File: src/rtl/wb_arbiter_pkg.sv
// Shared types for the write-back arbiter: widths, source index, result entry.
package wb_arbiter_pkg;
  localparam int ADDR_W = 6;
  localparam int DATA_W = 32;
  localparam int NSRC   = 3;

  typedef enum logic [1:0] {SRC_MEM = 2'd0, SRC_ALU = 2'd1, SRC_IO = 2'd2} src_e;

  typedef struct packed {
    logic [ADDR_W-1:0] addr;
    logic [DATA_W-1:0] val;
  } wb_entry_t;

  // (base + k) mod NSRC on 2-bit source indices
  function automatic logic [1:0] rot(input logic [1:0] base, input logic [1:0] k);
    logic [2:0] t;
    t = {1'b0, base} + {1'b0, k};
    return (t >= 3'd3) ? 2'(t - 3'd3) : t[1:0];
  endfunction
endpackage

File: src/rtl/wb_fifo.sv
// Per-source result FIFO with occupancy count and pending-address match.
module wb_fifo
  import wb_arbiter_pkg::*;
#(
  parameter int DEPTH = 4
) (
  input  logic                      clk,
  input  logic                      rstn,
  input  logic                      push,
  input  logic                      pop,
  input  wb_entry_t                 din,
  input  logic [ADDR_W-1:0]         q_addr,
  output wb_entry_t                 head,
  output logic [$clog2(DEPTH):0]    count,
  output logic                      empty,
  output logic                      full,
  output logic                      match
);
  localparam int PW = $clog2(DEPTH);
  localparam int CW = PW + 1;

  wb_entry_t       mem [DEPTH];
  logic [PW-1:0]   rd, wr;

  always_ff @(posedge clk) begin
    if (!rstn) begin
      rd    <= '0;
      wr    <= '0;
      count <= '0;
    end else begin
      if (push) wr <= wr + 1'b1;
      if (pop)  rd <= rd + 1'b1;
      count <= count + CW'(push) - CW'(pop);
    end
  end

  // storage needs no reset; occupancy is tracked by count
  always_ff @(posedge clk) begin
    if (push) mem[wr] <= din;
  end

  assign head  = mem[rd];
  assign empty = (count == '0);
  assign full  = (count == CW'(DEPTH));

  always_comb begin
    match = 1'b0;
    for (int i = 0; i < DEPTH; i++) begin
      if (CW'(i) < count && mem[rd + PW'(i)].addr == q_addr) match = 1'b1;
    end
  end
endmodule

File: src/rtl/wb_arbiter.sv
// Merges ALU/MEM/IO results into one register-file write port.
// WB_ARB_FIXED_PRIO_EN: fixed mem > alu > io priority instead of round-robin.
module wb_arbiter
  import wb_arbiter_pkg::*;
#(
  parameter int DEPTH = 4
) (
  input  logic              clk,
  input  logic              rstn,
  input  logic [ADDR_W-1:0] alu_addr,
  input  logic [DATA_W-1:0] alu_dd_val,
  input  logic [ADDR_W-1:0] mem_addr,
  input  logic [DATA_W-1:0] mem_dd_val,
  input  logic [ADDR_W-1:0] io_addr,
  input  logic [DATA_W-1:0] io_dd_val,
  output logic [ADDR_W-1:0] wb_addr,
  output logic [DATA_W-1:0] wb_val,
  output logic              stall,
  input  logic [ADDR_W-1:0] q_addr,
  output logic              q_hit,
  output logic              ovf
);
  localparam int CW = $clog2(DEPTH) + 1;

  wb_entry_t         in_e [NSRC];
  wb_entry_t         head [NSRC];
  wb_entry_t         cand [NSRC];
  wb_entry_t         win_e;
  logic [CW-1:0]     count    [NSRC];
  logic [CW-1:0]     count_nx [NSRC];
  logic [NSRC-1:0]   in_vld, cand_vld, empty, full, match;
  logic [NSRC-1:0]   gnt, pop, push_req, push, drop, near_full;
  logic [1:0]        sel;
  logic              any;
`ifndef WB_ARB_FIXED_PRIO_EN
  src_e              rr;
`endif

  assign in_e[SRC_MEM] = '{addr: mem_addr, val: mem_dd_val};
  assign in_e[SRC_ALU] = '{addr: alu_addr, val: alu_dd_val};
  assign in_e[SRC_IO]  = '{addr: io_addr,  val: io_dd_val};

  for (genvar g = 0; g < NSRC; g++) begin : g_src
    assign in_vld[g]   = (in_e[g].addr != '0);
    // a queued head always beats this source's own bypass input
    assign cand_vld[g] = ~empty[g] | in_vld[g];
    assign cand[g]     = empty[g] ? in_e[g] : head[g];
    assign pop[g]      = gnt[g] & ~empty[g];
    assign push_req[g] = in_vld[g] & ~(gnt[g] & empty[g]);
    assign push[g]     = push_req[g] & (~full[g] | pop[g]);
    assign drop[g]     = push_req[g] & full[g] & ~pop[g];
    assign count_nx[g] = count[g] + CW'(push[g]) - CW'(pop[g]);
    assign near_full[g] = (count_nx[g] >= CW'(DEPTH - 1));

    wb_fifo #(.DEPTH(DEPTH)) u_fifo (
      .clk    (clk),
      .rstn   (rstn),
      .push   (push[g]),
      .pop    (pop[g]),
      .din    (in_e[g]),
      .q_addr (q_addr),
      .head   (head[g]),
      .count  (count[g]),
      .empty  (empty[g]),
      .full   (full[g]),
      .match  (match[g])
    );
  end

  // scan from lowest priority upward so the highest-priority candidate is kept
  always_comb begin
    any = 1'b0;
    sel = 2'd0;
    gnt = '0;
    for (int k = NSRC - 1; k >= 0; k--) begin
`ifdef WB_ARB_FIXED_PRIO_EN
      if (cand_vld[2'(k)]) begin
        any = 1'b1;
        sel = 2'(k);
      end
`else
      if (cand_vld[rot(rr, 2'(k))]) begin
        any = 1'b1;
        sel = rot(rr, 2'(k));
      end
`endif
    end
    if (any) gnt[sel] = 1'b1;
    win_e = cand[sel];
  end

  always_ff @(posedge clk) begin
    if (!rstn) begin
      wb_addr <= '0;
      wb_val  <= '0;
      ovf     <= 1'b0;
      stall   <= 1'b0;
`ifndef WB_ARB_FIXED_PRIO_EN
      rr      <= SRC_MEM;
`endif
    end else begin
      if (any) begin
        wb_addr <= win_e.addr;
        wb_val  <= win_e.val;
`ifndef WB_ARB_FIXED_PRIO_EN
        rr      <= src_e'(rot(sel, 2'd1));
`endif
      end else begin
        wb_addr <= '0;
      end
      ovf   <= ovf | (|drop);
      stall <= |near_full;
    end
  end

  assign q_hit = (q_addr != '0) && ((|match) || (wb_addr == q_addr));
endmodule

File: config.mk
export PLATFORM = sky130hd
export DESIGN_NAME = wb_arbiter
export DESIGN_NICKNAME = d
export VERILOG_FILES = /design/src/rtl/wb_arbiter_pkg.sv /design/src/rtl/wb_fifo.sv /design/src/rtl/wb_arbiter.sv
export SDC_FILE = /design/constraint.sdc
export NUM_CORES = 1
export LEC_CHECK = 0
export CORE_MARGIN = 5
export CORE_UTILIZATION = 55
export DETAILED_ROUTE_END_ITERATION = 10
export PLACE_DENSITY = 0.79
export SLEW_MARGIN = 20
export SYNTH_ARGS = -nofsm -noshare
export SYNTH_HDL_FRONTEND = slang
export SYNTH_SLANG_ARGS = --single-unit
File: constraint.sdc
create_clock -name clk -period 6.4 [get_ports clk]
set_input_delay 0.64 -clock clk [delete_from_list [all_inputs] [get_ports clk]]
set_output_delay 0.64 -clock clk [all_outputs]
set_load 0.01 [all_outputs]
==> Word-level counts from Yosys, hierarchy flattened <==
Memory sizes are Yosys's and may differ from the RTL's. A register that Yosys moved wholly into a read port is not among the register bits.
Cells that the tools add are included.
W data, S select, Z words.
{ "op_classes": {"muxes": 49, "eq_ne": 16, "n_bitwise": 38, "magnitude_cmp": 25, "add_sub_neg": 25, "reduce_logical": 26} }
{ "ops": {"columns": ["op", "count"], "rows": [
  ["$mux W38", 5],
  ["$eq A6 B6 Y1", 13],
  ["$bmux W38 S2", 1],
  ["$mux W2", 13],
  ["$mux W1", 25],
  ["$reduce_bool A6 Y1", 4],
  ["$and A1 B1 Y1", 18],
  ["$ge A3 B2 Y1 const B", 6],
  ["$lt A1 B3 Y1 const A", 6],
  ["$lt A2 B3 Y1 const A", 6],
  ["$logic_and A1 B1 Y1", 14],
  ["$add A2 B1 Y2 const B", 6],
  ["$add A2 B2 Y2 const B", 6],
  ["$lt A2 B3 Y1 const B", 4],
  ["$not A1 Y1", 12],
  ["$add A3 B1 Y3", 3],
  ["$eq A3 B3 Y1 const B", 3],
  ["$logic_not A3 Y1", 3],
  ["$reduce_or A3 Y1", 3],
  ["$sub A3 B1 Y3", 3],
  ["$sub A2 B2 Y2 const B", 4],
  ["$or A1 B1 Y1", 7],
  ["$add A2 B1 Y3 const B", 2],
  ["$bmux W1 S2", 3],
  ["9 further kinds", 9]
]} }
{ "word_totals": {"input_bits": 122, "word_cells": 196, "mem_count": 3, "register_bits": 63, "mem_bits_rw": 456, "out_inout_bits": 41} }
{ "mem_list": {"columns": ["memory", "depth", "width", "rd", "rd_clocked_by_memory_dff", "write_ports", "line", "text"], "rows": [
  ["g_src[0].u_fifo.mem", 4, 38, 4, 1, 1, "wb_fifo.sv:22", "wb_entry_t mem [DEPTH];"],
  ["g_src[1].u_fifo.mem", 4, 38, 4, 1, 1, "wb_fifo.sv:22", null],
  ["g_src[2].u_fifo.mem", 4, 38, 4, 1, 1, "wb_fifo.sv:22", null]
]} }

==> Logic depth before layout (Yosys ltp) <==
{ "logic_depth": {"depth_word": 21, "depth_mapped": 20, "ltp_nobuf": 17} }

==> Hierarchy <==
A second synthesis with hierarchy kept.
{ "unflattened": {"cells_unflattened": 1385, "hier_area_um2": 23821.6} }
{ "by_module_without_submodules": {"columns": ["module", "seq_area_each_um2", "area_each_um2", "cells_per_inst", "instances"], "rows": [
  ["wb_fifo at g_src[0].u_fifo", 4744.6, 6687.7, 309, 1],
  ["wb_fifo at g_src[1].u_fifo", 4744.6, 6620.1, 311, 1],
  ["wb_fifo at g_src[2].u_fifo", 4744.6, 6601.3, 315, 1],
  ["wb_arbiter", 840.8, 3912.5, 450, 1]
]} }

==> Least setup slack after synthesis <==
Ideal clock, no wire load.
{ "synth_timing": {"path_type": "input to register", "start": "input port mem_addr[4]", "end": "register stall", "setup_time_ps": 130, "path_buffers": 2, "path_slack_ps": 2334, "t_arrival_ps": 3937, "required_time_ps": 6270, "stages": 16, "cell_sequence": "nor4_1 -> and3_1 -> maj3_1 -> o211ai_2 -> buf_4 -> buf_4 -> ha_1 -> o41ai_1 -> nor2_1 -> inv_1 -> ha_1 -> inv_1 -> ha_1 -> fa_1 -> a222oi_1 -> a21oi_1"} }
{ "synth_rtl": {"columns": ["item", "line", "text"], "rows": [
  ["start: declaration", "wb_arbiter.sv:12", "input logic [ADDR_W-1:0] mem_addr,"],
  ["end signal: assignment", "wb_arbiter.sv:112", "stall <= |near_full;"],
  ["end: declaration", "wb_arbiter.sv:18", "output logic stall,"]
]} }

==> Worst setup path after layout <==
{ "layout_timing": {"start": "register g_src[1].u_fifo.rd[1]", "end": "output port q_hit"} }
{ "layout_between": {"elab_chain_len": 10, "word_cells_on_any_way": 16, "cone_classes": "add/sub: 3; eq/ne: 3; mux: 3; reduce/logical: 6; memory: 1"} }
{ "layout_rtl": {"columns": ["item", "line", "text"], "rows": [
  ["start: declaration", "wb_fifo.sv:23", "logic [PW-1:0] rd, wr;"],
  ["start signal: assignment", "wb_fifo.sv:32", "if (pop) rd <= rd + 1'b1;"],
  ["$add A2 B1 Y2", "wb_fifo.sv:49", "if (CW'(i) < count && mem[rd + PW'(i)].addr == q_addr) match = 1'b1;"],
  ["$mem_v2 Z4 W38 (*)", null, null],
  ["$eq A6 B6 Y1", "wb_fifo.sv:49", null],
  ["$logic_and A1 B1 Y1", "wb_fifo.sv:49", null],
  ["$mux W1 (2 in a row)", "wb_fifo.sv:49", null],
  ["$mux W1 (*)", "wb_fifo.sv:49", null],
  ["$reduce_or A3 Y1 (*)", "wb_arbiter.sv:116", "assign q_hit = (q_addr != '0) && ((|match) || (wb_addr == q_addr));"],
  ["$logic_or A1 B1 Y1 (*)", "wb_arbiter.sv:116", null],
  ["$logic_and A1 B1 Y1 (*)", "wb_arbiter.sv:116", null],
  ["end: declaration", "wb_arbiter.sv:20", "output logic q_hit,"]
]} }
Every way passes the cells marked *; elsewhere a longest branch is shown, timed or not.

==> impl_metrics.toml <==
[run_status]
status = "complete, no violations"

[setup_path]
cp_max_fo = 19
crit_chain = "mux4_2 -> xnor2_1 -> nand4_1 -> nor4_1 -> nor4_1 -> nor4bb_1 -> a21oi_1 -> clkdlybuf4s50_1"
worstSetupPathType = "reg -> out"
cpMostUsedCell = "nor4_1"
slowest_delay_ns = 0.93
arrival_ns = 3.84
cp-end-kind = "output pin"
required_ns = 5.76
cp_slowest_cell = "dfxtp_1"
start_kind = "register"

[sta]
tightest_slew_ns = 1.10
fin_skew_ns = 0.0130
report.final.slew_viol_count = 0
hold_viol_final = 0
timing.slew.headroom_pct = 26.5
rsz0062_at_grt = "no"
fmax_mhz = 223
period_minus_slack_ns = 4.48
period_share_pct = 70.0
setup_viol_count_final = 0
fin_setup_tns_ns = 0

[worst_hold_path]
holdCritPathClass = "reg -> reg"

[run]
max_cap_viol_count = 0

[yosys]
yosys-top-cells-area = "edfxtp_1 58%, mux4_2 16%, dfxtp_1 5.9%"
synthArstFlopShare_pct = 0
synth_area_sq_um = 23500
synth_common_cells = "456 x edfxtp_1, 162 x mux4_2, 73 x nand2_1, 69 x dfxtp_1, 65 x a21oi_1"
ys_seq_elements = 525
synth_area_leader_cell = "edfxtp_1"
syn_area_per_cell_sq_um = 16.3
ys_seq_area_share_pct = 64.0
synth_edf_count = 456
yosysMostFrequentCell = "edfxtp_1"
synth_top_area_share_pct = 58.2
synth_cells = 1443
synth_fp_nets = 1595
ys_warn_count = 0
synthFlopType = "edfxtp_1"
synthDistinctLibCells = 52

[floorplanning]
core_region_area_sq_um = 42100
die-area_sq_um = 47000
rows = 75
io_pins = 163
start_util_pct = 55.9
die_y_um = 217
die_width_um = 217

[global_route]
grt_pass1_wl_mm = 86.8
antenna_found_initial = 8
globalRouteOverflowTotal = 0
grt_use_total_pct = 24.3
grt_max_degree = 77
grt_pass1_vias = 14000

[power_and_ir_drop]
power_frac_comb_pct = 35.9
power.density_nw_per_um2 = 495
clock_power_share_pct = 23.3
finalPower_mw = 13.6
leakage_nw = 8.94
sw_frac_of_total_pct = 33.7
p_int_mw = 9.01
p_seq_share_pct = 40.8
power_switching_mw = 4.59
irDropWorstVdd_mv = 0.308

[placed_design]
place_hpwl_mm = 36.9
io_buffers = 162
gp_congestion = 0.883

[cts]
cts_made_buffers = 52
ctsHoldBuffers = 0
post_cts_resized = 0
tritoncts = "yes"
cts_root_buf = "clkbuf_16"
post_cts_buffers = 0
cts.clk_slew.worst_paths_ns = 0.06
cts_sinks = 525
clock_latency_ns = 0.59
htree_levels = 2
clk_path_buf_depth = 3

[detailed_routing]
avgViaCountPerCell = 6.31
drc = 0
wirelength_mm = 57.4
antenna_left = 0
drtIter0Drc = 1336
wl_per_cell_um = 26.5
dr_total_vias = 13700
dr.pass1.iters = 6

[final_layout]
nets = 1736
syn_to_final_growth_pct = 16.7
drive_gt1_share_pct = 18.8
fill_cells = 2894
[final timing paths]
kind                            cells past startpoint                                from                      end  slack (ns)
worst max-delay path                                8  g_src[1].u_fifo.rd[1]$_SDFFE_PN0N_                    q_hit        1.92
worst max register to register                     15                  rr[0]$_SDFFE_PN0N_         stall$_SDFF_PN0_        2.46
worst min-delay path                                2             wb_val[17]$_SDFFE_PN0N_  wb_val[17]$_SDFFE_PN0N_        0.55
worst min register to register                      2             wb_val[17]$_SDFFE_PN0N_  wb_val[17]$_SDFFE_PN0N_        0.55
[layout by cell type, fill, tap and decap left out, types with 7 or more instances in the layout]
cell / count
inv_1: 27
mux2i_1: 53
a211oi_1: 38
a31oi_1: 7
nor2_1: 35
dfxtp_1: 63
mux4_2: 162
o21ai_0: 33
nand3_1: 33
nand4_1: 14
bufinv_16: 9
nand2_1: 73
xnor2_1: 47
buf_4: 22
clkinv_1: 11
edfxtp_1: 456
nor2b_1: 36
clkbuf_16: 53
a21oi_1: 65
and2_2: 9
xor2_1: 44
clkdlybuf4s50_1: 162
ha_1: 27
o21ai_1: 30
clkinv_2: 13
nor4_1: 13
and2_1: 10
[flip-flops by register name, indices dropped and copies added (netlist names), named ones only]
| signal | count |
|---|---|
| stall | 1 |
| g_src.u_fifo.wr | 6 |
| g_src.u_fifo.mem | 456 |
| ovf | 1 |
| wb_addr | 6 |
| rr | 2 |
| g_src.u_fifo.count | 9 |
| wb_val | 32 |
| g_src.u_fifo.rd | 6 |
[final cells by class]
type / count / area (sq um) / area share, %
Clock inverter: 38 / 423 / 1.54
Multi-Input combinational cell: 791 / 7980 / 29.0
Antenna cell: 3 / 7.51 / 0.0273
Clock buffer: 60 / 1370 / 5.00
Tap cell: 539 / 674 / 2.46
Inverter: 28 / 105 / 0.383
Sequential cell: 525 / 15100 / 54.9
Timing Repair Buffer: 186 / 1830 / 6.65
[power groups by stage]
| stage | clock, mW | combinational [mW] | sequential, mW |
|---|---|---|---|
| final | 3.17 | 4.88 | 5.54 |
| after detailed placement | 0 | 4.82 | 5.61 |
| after global routing | 3.37 | 5.25 | 5.65 |
| after floorplan | 0 | 3.30 | 5.40 |
| after CTS | 3.21 | 4.87 | 5.56 |
| after global placement | 0 | 4.75 | 5.52 |
[critical path, delay by kind of cell (launching register included)]
family,cells,cell delay [ns]
AOI/OAI and AO/OA,1,0.11
xor gates and xnor gates,1,0.21
DFF,1,0.93
buffers and inverters,1,0.55
muxes,1,0.62
and+or+nand+nor,4,0.83
[metal layers]
layer  GRT usage (%)  vias to the layer above  wire (um)
met5               0                        -         81
met4            9.12                       10       2210
met3            4.71                      136       4500
met2            40.9                      614      29200
met1            31.9                     6937      21500
li1                -                     5997          -
[per-stage QoR]
step / util (%) / cell area (sq um) / instances / hold slack, ns / setup WS (ns)
floorplan: - / 23500 / 1443 / 0.490 / 2.33
global placement: 60.8 / 25600 / 2067 / 0.518 / 1.68
detailed placement: 60.8 / 25600 / 2067 / 0.531 / 1.53
CTS: 65.1 / 27400 / 2165 / 0.553 / 1.69
global route: 65.2 / 27500 / 2169 / 0.573 / 1.74
finish: 65.2 / 27500 / 2170 / 0.551 / 1.92
[cell families after synthesis]
group	count (synthesis)	synth area share, %
mux	218	17.9
simple gates	244	5.23
compound gates	206	5.41
fa+ha+maj	32	1.78
buf+inv	127	2.25
flops	525	64.0
xor+xnor	91	3.39
Power figures use the tool's default switching activity.
